$ cat src/rtl/pipe_stall_ctrl_pkg.sv
// Shared definitions for the pipeline stall/flush sequencer:
// divider sequencer states and the stall-counter width.
package pipe_stall_ctrl_pkg;

  typedef enum logic [1:0] {
    RUN      = 2'd0,
    DIV_BUSY = 2'd1,
    DIV_DONE = 2'd2
  } div_state_e;

  localparam int STALL_CNT_W = 32;

endpackage

$ cat src/rtl/pipe_stall_ctrl_div_seq.sv
// Divider occupancy sequencer: tracks how long a DIV/DIVU holds EX and
// flags when its result is ready to be captured.
module div_seq
  import pipe_stall_ctrl_pkg::*;
#(
  parameter int DIV_CYCLES = 32
) (
  input  logic       clk,
  input  logic       rst,
  input  logic       div_start_i,
  input  logic       mem_stall_i,
  output div_state_e state_o,
  output logic       div_busy_o,
  output logic       div_ready_o
);

  localparam int CW = $clog2(DIV_CYCLES + 1);

  div_state_e      state_q, state_d;
  logic [CW-1:0]   div_cnt_q, div_cnt_d;
  logic            div_busy_q, div_busy_d;
  logic            div_ready_q, div_ready_d;

  // busy/ready are computed alongside the next state so they come straight from flops
  always_comb begin
    state_d     = state_q;
    div_cnt_d   = div_cnt_q;
    div_busy_d  = div_busy_q;
    div_ready_d = div_ready_q;
    case (state_q)
      RUN: begin
        if (div_start_i) begin
          state_d    = DIV_BUSY;
          div_cnt_d  = CW'(DIV_CYCLES - 1);
          div_busy_d = 1'b1;
        end else begin
          div_busy_d  = 1'b0;
          div_ready_d = 1'b0;
        end
      end
      DIV_BUSY: begin
        if (div_cnt_q == {CW{1'b0}}) begin
          state_d     = DIV_DONE;
          div_busy_d  = 1'b0;
          div_ready_d = 1'b1;
        end else begin
          div_cnt_d = div_cnt_q - CW'(1);
        end
      end
      DIV_DONE: begin
        // div_start_i here is the finished divide itself, so it is not a new start
        if (!mem_stall_i) begin
          state_d     = RUN;
          div_ready_d = 1'b0;
        end else begin
          div_ready_d = 1'b1;
        end
      end
      default: begin
        state_d     = RUN;
        div_cnt_d   = {CW{1'b0}};
        div_busy_d  = 1'b0;
        div_ready_d = 1'b0;
      end
    endcase
  end

  always_ff @(posedge clk) begin
    if (rst) begin
      state_q     <= RUN;
      div_cnt_q   <= {CW{1'b0}};
      div_busy_q  <= 1'b0;
      div_ready_q <= 1'b0;
    end else begin
      state_q     <= state_d;
      div_cnt_q   <= div_cnt_d;
      div_busy_q  <= div_busy_d;
      div_ready_q <= div_ready_d;
    end
  end

  assign state_o     = state_q;
  assign div_busy_o  = div_busy_q;
  assign div_ready_o = div_ready_q;

endmodule

$ cat src/rtl/pipe_stall_ctrl.sv
// Central stall/flush sequencer for the 5-stage pipeline: merges memory wait,
// divide occupancy, load-use and taken-branch events into one control vector.
module pipe_stall_ctrl
  import pipe_stall_ctrl_pkg::*;
#(
  parameter int DIV_CYCLES = 32
) (
  input  logic                   clk,
  input  logic                   rst,
  input  logic                   lu_hazard_i,
  input  logic                   div_start_i,
  input  logic                   branch_taken_i,
  input  logic                   dmem_req_i,
  input  logic                   dmem_ack_i,
  output logic                   en_pc_o,
  output logic                   en_fd_o,
  output logic                   en_de_o,
  output logic                   en_em_o,
  output logic                   en_mw_o,
  output logic                   flush_fd_o,
  output logic                   flush_de_o,
  output logic                   flush_em_o,
  output logic                   flush_mw_o,
  output logic                   div_busy_o,
  output logic                   div_ready_o,
  output logic [STALL_CNT_W-1:0] stall_cycles_o
);

  div_state_e             div_state_s;
  logic                   mem_stall_s;
  logic                   div_stall_s;
  logic [STALL_CNT_W-1:0] stall_cycles_q, stall_cycles_d;

  assign mem_stall_s = dmem_req_i & ~dmem_ack_i;
  assign div_stall_s = ((div_state_s == RUN) & div_start_i) | (div_state_s == DIV_BUSY);

  div_seq #(
    .DIV_CYCLES(DIV_CYCLES)
  ) u_div_seq (
    .clk        (clk),
    .rst        (rst),
    .div_start_i(div_start_i),
    .mem_stall_i(mem_stall_s),
    .state_o    (div_state_s),
    .div_busy_o (div_busy_o),
    .div_ready_o(div_ready_o)
  );

  // Older hazards win; a blocked branch stays asserted by ID and is re-evaluated later
  always_comb begin
    en_pc_o    = 1'b1;
    en_fd_o    = 1'b1;
    en_de_o    = 1'b1;
    en_em_o    = 1'b1;
    en_mw_o    = 1'b1;
    flush_fd_o = 1'b0;
    flush_de_o = 1'b0;
    flush_em_o = 1'b0;
    flush_mw_o = 1'b0;
    if (rst) begin
      en_pc_o    = 1'b0;
      en_fd_o    = 1'b0;
      en_de_o    = 1'b0;
      en_em_o    = 1'b0;
      en_mw_o    = 1'b0;
      flush_fd_o = 1'b1;
      flush_de_o = 1'b1;
      flush_em_o = 1'b1;
      flush_mw_o = 1'b1;
    end else if (mem_stall_s) begin
      en_pc_o    = 1'b0;
      en_fd_o    = 1'b0;
      en_de_o    = 1'b0;
      en_em_o    = 1'b0;
      flush_mw_o = 1'b1;
    end else if (div_stall_s) begin
      en_pc_o    = 1'b0;
      en_fd_o    = 1'b0;
      en_de_o    = 1'b0;
      flush_em_o = 1'b1;
    end else if (lu_hazard_i) begin
      en_pc_o    = 1'b0;
      en_fd_o    = 1'b0;
      flush_de_o = 1'b1;
    end else if (branch_taken_i) begin
      flush_fd_o = 1'b1;
    end else begin
      flush_fd_o = 1'b0;
    end
  end

  always_comb begin
    if (!en_pc_o && (stall_cycles_q != {STALL_CNT_W{1'b1}})) begin
      stall_cycles_d = stall_cycles_q + STALL_CNT_W'(1);
    end else begin
      stall_cycles_d = stall_cycles_q;
    end
  end

  always_ff @(posedge clk) begin
    if (rst) begin
      stall_cycles_q <= {STALL_CNT_W{1'b0}};
    end else begin
      stall_cycles_q <= stall_cycles_d;
    end
  end

  assign stall_cycles_o = stall_cycles_q;

endmodule

$ cat config.mk
export PLATFORM = sky130hd
export DESIGN_NAME = pipe_stall_ctrl
export DESIGN_NICKNAME = d
export VERILOG_FILES = /design/src/rtl/pipe_stall_ctrl_pkg.sv /design/src/rtl/pipe_stall_ctrl_div_seq.sv /design/src/rtl/pipe_stall_ctrl.sv
export SDC_FILE = /design/constraint.sdc
export NUM_CORES = 1
export LEC_CHECK = 0
export BUFFER_PORTS_ARGS = -buffer_cell sky130_fd_sc_hd__clkbuf_2
export CAP_MARGIN = 20
export CORE_MARGIN = 5
export CORE_UTILIZATION = 54
export DETAILED_ROUTE_END_ITERATION = 16
export PLACE_DENSITY_LB_ADDON = 0.25
export REMOVE_ABC_BUFFERS = 1
export SLEW_MARGIN = 20
export SYNTH_ARGS = -nofsm -noshare
export SYNTH_HDL_FRONTEND = slang
export SYNTH_SLANG_ARGS = --single-unit
$ cat constraint.sdc
create_clock -name clk -period 2.4 [get_ports clk]
set_clock_uncertainty 0.05 [all_clocks]
set_input_delay 0.24 -clock clk [delete_from_list [all_inputs] [get_ports clk]]
set_output_delay 0.24 -clock clk [all_outputs]
set_load 0.05 [all_outputs]
==> flow_metrics.py, run 1 <==
metrics = {
    "status": {
        "status": "complete, no violations",
    },
    "synthesis": {
        "synth_area_um2": 2320,
        "synth_area_per_cell_um2": 8.30,
        "yosysSeqAreaShare_pct": 36.3,
        "synth_edf_count": 0,
        "async_flop_share_pct": 0,
        "synth_seq_cells": 42,
        "synthFlopType": "dfxtp_1",
        "synth_cell_types": 49,
        "syn-instance-count": 279,
        "yosys_warnings": 0,
    },
    "cells_and_area": {
        "area_growth_syn_to_layout_pct": 15.7,
        "final_common_cell": "clkbuf_2",
        "drive_above_1_share_pct": 23.6,
        "n_antenna_cell": 0,
        "layout.nets": 344,
        "utilization_pct": 65.6,
        "layout_common_cells": "47 x clkbuf_2, 42 x dfxtp_1, 30 x a21oi_1",
    },
    "critical_path": {
        "crit_path_end": "en_pc_o",
        "max_stage_delay_ns": 0.55,
        "cp_top_family": "simple AND/OR/NAND/NOR gates",
        "path_class": "reg -> out",
        "reg2reg_to": "stall_cycles_o[1]",
        "crit_arrival_ns": 2.05,
        "setup.worst_path.end_class": "output port",
        "critPathMaxFanout": 9,
        "r2r_slack_ns": 0.13,
        "worstReg2RegStart": "u_div_seq.state_o[0]",
        "crit_slowest_cell": "or4_4",
        "rr_worst_depth": 8,
        "cp-start-kind": "flip-flop",
        "critical_path_buf_inv_count": 3,
        "crit_start": "u_div_seq.state_o[0]",
        "crit_required_ns": 2.11,
        "crit_cells": 6,
        "path_cells": "inv_1 -> ha_1 -> a21o_4 -> or4_4 -> inv_6 -> buf_4",
    },
    "clock_tree": {
        "cts.sinks": 42,
        "cts_setup_buffers": 0,
        "clkLatencyLatePin_ns": 0.29,
        "cts_tree": "yes",
        "cts_root_buf": "clkbuf_8",
        "cts_made_buffers": 5,
        "clockBufferDepth": 2,
        "clk_pin_slew_ns": 0.07,
        "htreeDepth": 2,
    },
    "floorplan": {
        "start_util_pct": 56.7,
        "row_count": 23,
        "ios": 50,
        "die_h_um": 75.5,
        "coreArea_um2": 4090,
        "die_x_um": 75.5,
        "dieArea_um2": 5700,
    },
    "timing": {
        "setup_viol": 0,
        "rsz0062_at_grt": "true",
        "worstMarginPinSlew_ns": 0.790,
        "relSlewSlack_pct": 46.8,
        "final_period_minus_worst_setup_slack_ns": 2.34,
        "worst_slack_ns": 0.0639,
        "fmax_ghz": 0.428,
        "min_period_over_period_pct": 97.3,
        "final_hold_viol_count": 0,
        "slew_violations": 0,
    },
    "grt": {
        "grt_usage_pct": 19.5,
        "antenna_found_initial": 0,
        "grt.overflow.total": 0,
        "grt_pass1_wl_mm": 8.82,
        "grt_pass1_vias": 1982,
        "grt_max_degree": 38,
    },
    "placement": {
        "numPortBuffers": 49,
        "dp_slack_ns": 0.127,
        "gp_congestion": 0.824,
        "dpl.hpwl_mm": 3.93,
    },
    "routing": {
        "drt_iter0_drc": 99,
        "num_vias": 2261,
        "drc": 0,
        "viasPerCell": 5.93,
        "antenna_left": 0,
        "routedWlPerCell_um": 13.9,
        "dr.pass1.iters": 4,
        "drt_wl_total_mm": 5.31,
    },
    "job": {
        "drv_cap": 0,
    },
    "power": {
        "ir_worst_vdd_mv": 0.837,
        "p_per_area_nw_per_um2": 793,
        "p_leak_uw": 0.00103,
    },
    "hold_path": {
        "hold_class": "in -> reg",
    },
}
==> power breakdown <==
| part | switching (uW) | total (uW) | internal (uW) |
|---|---|---|---|
| clock network | 232 | 464 | 232 |
| logic | 531 | 826 | 295 |
| registers | 66.0 | 834 | 768 |
| total | 829 | 2120 | 1300 |
==> worst register-to-register path, stage by stage (launching register included) <==
cell and delay, ns:
dfxtp_1 0.36, inv_1 0.09, ha_1 0.22, a21o_4 0.22, or4_4 0.55, inv_6 0.11, a31o_2 0.28, mux2i_1 0.22
nor2_1 0.06
==> final cells by class <==
class                      instances  area (um^2)
clock buffer                       7         86.3
clock inverter                     1         5.00
fill                             359         1410
inverter                          19         76.3
multi-input combinational        208         1320
sequential                        42          841
tap                               50         62.6
timing repair buffer              54          288
==> kinds of logic (layout without fill, tap and decap cells) <==
logic type                 count (synthesis)  count (layout)  synth area share, %
and+or+nand+nor                          113             113                 28.9
AOI/OAI and AO/OA                         77              77                 19.9
DFF                                       42              42                 36.3
buffers and inverters                     29              81                 6.70
adders and majority gates                  7               7                 3.78
xor gates and xnor gates                   7               7                 2.65
muxes                                      4               4                 1.78
==> repair_timing <==
action | in CTS | in global routing
hold buffers | 0 | 0
resized for setup | 2 | 2
pin swaps | 0 | 0
endpoints found under the setup margin | 2 | 2
gates cloned | 0 | 0
==> metrics by stage <==
stage / TNS [ns] / power [uW] / area [um^2] / instances / hold slack, ns
2_1_floorplan: -0.471 / 1450 / 2240 / 269 / 0.259
3_3_place_gp: 0 / 1640 / 2580 / 373 / 0.416
3_5_place_dp: 0 / 1670 / 2580 / 373 / 0.418
4_1_cts: 0 / 2130 / 2680 / 381 / 0.231
5_1_grt: -0.0124 / 2270 / 2680 / 381 / 0.251
6_report: 0 / 2120 / 2680 / 381 / 0.233
==> worst min-delay path by stage <==
| stage | slack (ns) | end | from | cells past startpoint |
|---|---|---|---|---|
| CTS | 0.23 | u_div_seq.div_ready_o | rst | 2 |
| floorplan | 0.26 | stall_cycles_o[11] | rst | 1 |
| global route | 0.25 | u_div_seq.div_cnt_q[5] | rst | 2 |
| global placement | 0.42 | u_div_seq.div_ready_o | u_div_seq.div_ready_o | 2 |
| finish | 0.23 | u_div_seq.div_ready_o | rst | 2 |
| detailed placement | 0.42 | u_div_seq.div_ready_o | u_div_seq.div_ready_o | 2 |
==> cells in the mapped netlist (all sizes together) (2+ instances only) <==
master	count	area share, %
nand2	15	2.4
xnor2	6	2.3
and3	3	0.81
nor2	22	3.6
or2	3	0.81
nor2b	3	0.81
o31ai	6	1.9
and4	4	1.6
nor3	4	1.4
nand3	12	2.6
dfxtp	42	36
inv	19	3.3
mux2i	3	1.3
or4b	2	1.0
a2111oi	4	1.5
and2	2	0.54
or3	18	4.9
nand4	13	4.2
a311oi	2	0.76
clkbuf	4	0.65
a21oi	30	6.5
o21ai	26	5.6
or4	7	2.5
buf	5	2.3
ha	7	3.8
a21o	2	0.97
a221oi	3	1.1
nor4	2	0.81
==> metal layers <==
metal	global-route usage, %	vias to the layer above	part of all wire [%]
li1	-	1132	-
met1	25.5	1048	45
met2	31.9	75	47
met3	4.75	6	7.1
met4	5.63	0	0.98
met5	0	-	0
==> flip-flops by register name, indices dropped and copies added, names as in the netlist <==
register               count
stall_cycles_o            32
u_div_seq.div_busy_o       1
u_div_seq.div_cnt_q        6
u_div_seq.div_ready_o      1
u_div_seq.state_o          2
Power figures use the tool's default switching activity.
==> run 2: changes to the inputs <==
- ABC_AREA: unset -> 1
- CAP_MARGIN: 20 -> 25
- CORE_UTILIZATION: 54 -> 51
- clock period: 2.4 -> 2 ns (I/O delays scaled with it)
==> run 2 against run 1 <==
Against the previous run: critical path type is now reg -> reg; worst hold slack lost 0.093 ns; wire length up 38%; critical endpoint is now stall_cycles_o[12]; first-iteration DRC count up 47%; sequential share of layout area decreased by 7.1 points; global-route usage rose by 1.1 points.
==> flow_metrics.py, run 2 <==
metrics = {
    "status": {
        "status": "complete, no violations",
    },
    "timing": {
        "fmax_ghz": 0.535,
        "min_period_over_period_pct": 93.4,
        "worstMarginPinSlew_ns": 0.398,
        "tns_ns": 0,
        "slew_violations": 0,
        "final_period_minus_worst_setup_slack_ns": 1.87,
        "final_hold_viol_count": 0,
        "hold_ws_ns": 0.140,
        "rsz0062_at_grt": "true",
        "relSlewSlack_pct": 73.4,
        "setup_viol": 0,
    },
    "placement": {
        "placed_cell_area_um2": 3280,
        "gp_congestion": 0.876,
        "numPortBuffers": 49,
        "dpl.hpwl_mm": 5.69,
        "dp.cells": 571,
    },
    "critical_path": {
        "r2r_slack_ns": 0.13,
        "rr_worst_depth": 10,
        "critical_path_buf_inv_count": 2,
        "crit_arrival_ns": 2.05,
        "cpMostUsedCell": "nand2_4",
        "cp-start-kind": "flip-flop",
        "setup.worst_path.end_class": "flip-flop",
        "crit_required_ns": 2.19,
        "path_cells": "ha_2 -> inv_1 -> nor2_4 -> nand2_4 -> nor2_8 -> nand2_4 -> nand2_4 -> buf_12 -> nand2_1 -> a21oi_2",
        "crit_slowest_cell": "dfxtp_1",
        "reg2reg_to": "stall_cycles_o[12]",
        "path_class": "reg -> reg",
        "worstReg2RegStart": "stall_cycles_o[1]",
        "cp_top_family": "simple AND/OR/NAND/NOR gates",
        "critPathMaxFanout": 19,
        "crit_start": "stall_cycles_o[1]",
        "max_stage_delay_ns": 0.39,
    },
    "power": {
        "power_switching_uw": 1140,
        "ir_worst_vdd_mv": 0.744,
        "combinationalPowerShare_pct": 37.8,
        "p_per_area_nw_per_um2": 859,
        "swShare_pct": 38.4,
        "seqPwrFrac_pct": 33.6,
        "clkPwrFrac_pct": 28.6,
        "p_int_uw": 1830,
        "p_leak_uw": 0.00151,
    },
    "clock_tree": {
        "cts.sinks": 42,
        "cts_tree": "yes",
        "htreeDepth": 2,
        "clk_pin_slew_ns": 0.09,
        "cts_made_buffers": 5,
        "cts_root_buf": "clkbuf_8",
        "cts_hold_buf": 0,
        "clkLatencyLatePin_ns": 0.30,
        "cts_setup_buffers": 0,
        "clockBufferDepth": 2,
    },
    "synthesis": {
        "yosys_warnings": 0,
        "synth.area.top_cells": "dfxtp_1 29%, nand2_1 18%, nor2_1 8.4%",
        "synth_seq_cells": 42,
        "yosys.area.top_type": "dfxtp_1",
        "synthFlopType": "dfxtp_1",
        "synth_edf_count": 0,
        "synth_cell_types": 27,
        "syn-instance-count": 442,
        "synthTopCellsByCount": "136 x nand2_1, 65 x nor2_1, 42 x dfxtp_1, 42 x inv_1, 21 x nand3_1",
        "synth_top_area_share_pct": 29.1,
        "synth_area_um2": 2890,
        "synth_area_per_cell_um2": 6.54,
        "yosysSeqAreaShare_pct": 29.1,
        "async_flop_share_pct": 0,
        "yosysMostFrequentCell": "nand2_1",
    },
    "grt": {
        "grt_usage_pct": 20.6,
        "grt.overflow.total": 0,
        "grt_max_degree": 25,
        "antenna_found_initial": 0,
        "grt_pass1_vias": 2838,
        "grt_pass1_wl_mm": 12.5,
    },
    "cells_and_area": {
        "final_common_cell": "nand2_1",
        "drive_above_1_share_pct": 25.6,
        "layout_common_cells": "136 x nand2_1, 65 x nor2_1, 44 x clkbuf_2",
        "layoutNonFillerInstCount": 579,
        "n_antenna_cell": 0,
        "fin_area_um2": 3460,
        "utilization_pct": 62.9,
        "layout.nets": 520,
        "fillers": 525,
        "largest_reg_flops": 32,
        "area_growth_syn_to_layout_pct": 19.8,
    },
    "floorplan": {
        "dieArea_um2": 7270,
        "coreArea_um2": 5510,
        "start_util_pct": 52.5,
        "ios": 50,
        "row_count": 27,
        "die_x_um": 85.3,
        "die_h_um": 85.3,
    },
    "hold_path": {
        "holdPathEnd": "u_div_seq.div_cnt_q[2]",
        "hold_class": "in -> reg",
        "whs_path_depth": 2,
        "hold_path_startpoint": "rst",
    },
    "routing": {
        "num_vias": 2931,
        "routedWlPerCell_um": 12.7,
        "drc": 0,
        "drt_iter0_drc": 146,
        "viasPerCell": 5.06,
        "dr.pass1.iters": 4,
        "antenna_left": 0,
        "drt_wl_total_mm": 7.33,
    },
    "job": {
        "drv_cap": 0,
    },
}
==> run 2: cell types whose count changed after synthesis, moves of 10 or more <==
cell,change
a21oi_1,-11
a21oi_2,+18
inv_1,+24
nand2_1,+121
nand2_2,+12
nor2_1,+43
o21ai_0,-10
or3_1,-18
==> run 2: layout make-up <==
type                    count  area [um^2]  area share (%)
multi-input cells         346         1810            52.2
clock buffers               6         82.6            2.38
flip-flops and latches     42          841            24.3
well taps                  72         90.1            2.60
clock inverters             2         60.1            1.73
repair buffers             68          418            12.1
inverters                  43          164            4.73
==> run 2: cells by family after synthesis <==
| group | Yosys count | synth area share, % |
|---|---|---|
| flip-flops | 42 | 29.1 |
| AO/OA/AOI/OAI | 53 | 11.5 |
| buffers and inverters | 54 | 8.92 |
| XOR/XNOR | 16 | 4.85 |
| AND/OR/NAND/NOR | 270 | 42.6 |
| adder cells (fa/ha/maj) | 7 | 3.03 |
==> run 2: worst max-delay path by stage <==
stage          cells past startpoint            endpoint
2_1_floorplan                      3             en_fd_o
5_1_grt                           11  stall_cycles_o[22]
3_5_place_dp                      10  stall_cycles_o[31]
4_1_cts                            6          flush_de_o
6_report                          10  stall_cycles_o[12]
3_3_place_gp                      10  stall_cycles_o[21]
==> run 2: repair_timing <==
item / CTS / global route
gates resized for setup: 4 / 17
pin swaps: 0 / 0
setup endpoints to repair: 5 / 31
==> run 2: metrics by stage <==
stage	setup WS, ns	power (uW)
global route	-0.0219	3160
global placement	0.140	2060
floorplan	-0.401	1800
detailed placement	0.0764	2080
CTS	0.0226	2950
finish	0.132	2970
==> run 2: routing by layer <==
layer  vias to the layer above  part of all wire [%]  track usage [%]
met5                         -                     0                0
met4                         0                   1.3             6.62
met3                         9                   6.2             3.11
met2                        69                    47             35.7
met1                      1337                    45             26.1
li1                       1516                     -                -
==> run 2: power groups by stage <==
stage                     clock [uW]  sequential [uW]  combinational (uW)
final                            851              998                1120
after global routing             890             1010                1250
after CTS                        863              998                1090
after global placement             0             1010                1050
after detailed placement           0             1020                1060
after floorplan                    0             1100                 698
==> run 3: changes to the inputs <==
- REMOVE_ABC_BUFFERS: 1 -> unset
==> run 3 against run 2 <==
Against the previous run: worst setup slack got worse by 0.021 ns; critical endpoint is now en_fd_o; combinational power barely moved; first-iteration DRC count rose by 18%; critical path type is now reg -> out; worst hold slack improved by 0.13 ns; largest cell class unchanged; count of clock-buffer cells in the layout fell by 1; cell area fell by 0.22%; global-route usage fell by 0.12 points; register-to-register slack improved by 0.06 ns; highest routed layer unchanged; largest power group unchanged; die area did not move; flip-flop and latch count did not move.
==> flow_metrics.py, run 3 (synthesis results as in run 2) <==
metrics = {
    "placement": {
        "gp_congestion": 0.933,
        "numPortBuffers": 49,
        "dp.cells": 569,
        "dpl.hpwl_mm": 5.57,
        "dp_slack_ns": 0.130,
    },
    "power": {
        "p_leak_uw": 0.00150,
        "ir_worst_vdd_mv": 0.677,
        "p_per_area_nw_per_um2": 858,
    },
    "job": {
        "drv_cap": 0,
    },
    "clock_tree": {
        "clkLatencyLatePin_ns": 0.31,
        "clk_pin_slew_ns": 0.09,
        "cts_hold_buf": 0,
        "htreeDepth": 2,
        "clockBufferDepth": 2,
        "cts_root_buf": "clkbuf_8",
        "cts.sinks": 42,
        "post_cts_resized": 6,
        "cts_made_buffers": 5,
        "cts_tree": "yes",
        "cts_setup_buffers": 0,
    },
    "timing": {
        "tns_ns": 0,
        "hold_ws_ns": 0.268,
        "worst_slack_ns": 0.111,
        "rsz0062_at_grt": "false",
        "fmax_ghz": 0.529,
        "worstMarginPinSlew_ns": 0.418,
        "slew_violations": 0,
        "final_period_minus_worst_setup_slack_ns": 1.89,
        "min_period_over_period_pct": 94.4,
        "setup_viol": 0,
        "relSlewSlack_pct": 72.1,
        "final_hold_viol_count": 0,
    },
    "cells_and_area": {
        "layout_common_cells": "136 x nand2_1, 65 x nor2_1, 44 x clkbuf_2",
        "layoutNonFillerInstCount": 577,
        "drive_above_1_share_pct": 26.1,
        "largest_reg_flops": 32,
        "final_common_cell": "nand2_1",
        "n_antenna_cell": 0,
        "area_growth_syn_to_layout_pct": 19.6,
        "fillers": 527,
        "layout.nets": 518,
    },
    "floorplan": {
        "die_x_um": 85.3,
        "start_util_pct": 52.5,
        "coreArea_um2": 5510,
        "die_h_um": 85.3,
        "row_count": 27,
        "dieArea_um2": 7270,
        "ios": 50,
    },
    "routing": {
        "drc": 0,
        "drt_iter0_drc": 172,
        "num_vias": 2892,
        "viasPerCell": 5.01,
        "dr.pass1.iters": 5,
        "antenna_left": 0,
        "routedWlPerCell_um": 12.6,
        "drt_wl_total_mm": 7.29,
    },
    "critical_path": {
        "crit_required_ns": 1.75,
        "setup.worst_path.end_class": "output port",
        "path_class": "reg -> out",
        "critPathMaxFanout": 4,
        "cp-start-kind": "flip-flop",
        "crit_arrival_ns": 1.64,
    },
    "grt": {
        "grt_pass1_wl_mm": 12.4,
        "grt_usage_pct": 20.5,
        "grt_pass1_vias": 2770,
        "antenna_found_initial": 0,
        "grt.overflow.total": 0,
        "grt_max_degree": 25,
    },
    "hold_path": {
        "hold_class": "in -> reg",
    },
    "synthesis": {
        "synth_nets": 456,
    },
    "status": {
        "status": "complete, no violations",
    },
}
run 3: metrics by stage:
stage	area (um^2)	total power [uW]	util, %
final	3460	2960	62.8
after global routing	3460	3160	62.8
after CTS	3410	2910	62.0
after detailed placement	3260	2060	59.3
after global placement	3260	2030	59.3
after floorplan	2900	1860	-
run 3: final cells by class:
| cell class | count | area, um^2 | area share [%] |
|---|---|---|---|
| Clock buffer | 5 | 68.8 | 1.99 |
| Clock inverter | 3 | 68.8 | 1.99 |
| Inverter | 43 | 161 | 4.67 |
| Multi-Input combinational cell | 346 | 1830 | 52.9 |
| Sequential cell | 42 | 843 | 24.4 |
| Tap cell | 72 | 90.1 | 2.61 |
| Timing Repair Buffer | 66 | 397 | 11.5 |
run 3: worst paths after layout:
check	cells after the start	endpoint	start	slack [ns]
max	6	en_fd_o	u_div_seq.state_o[1]	0.11
min	3	stall_cycles_o[21]	rst	0.27
max reg2reg	9	u_div_seq.div_cnt_q[5]	u_div_seq.state_o[0]	0.19
min reg2reg	2	stall_cycles_o[1]	stall_cycles_o[1]	0.44
run 3: report_power, final:
group	total (uW)	internal, uW	switching, uW	leakage (uW)
Combinational	1140	374	766	0.00109
Clock	826	501	325	0.0000683
Sequential	999	935	64.0	0.000342
run 3: per-layer routing:
layer	part of all wire, %	global-route usage [%]	vias to the layer above	wire length, um
li1	-	-	1510	-
met1	47	27.0	1307	3430
met2	47	34.7	62	3390
met3	4.5	2.82	13	328
met4	1.8	5.90	0	133
met5	0	0	-	0
run 3: worst max-delay path, cell delays in order (launching register included):
cell	delay, ns
dfxtp_1	0.34
inv_1	0.10
ha_1	0.25
a21oi_4	0.16
nand3_2	0.15
inv_1	0.11
clkbuf_4	0.23
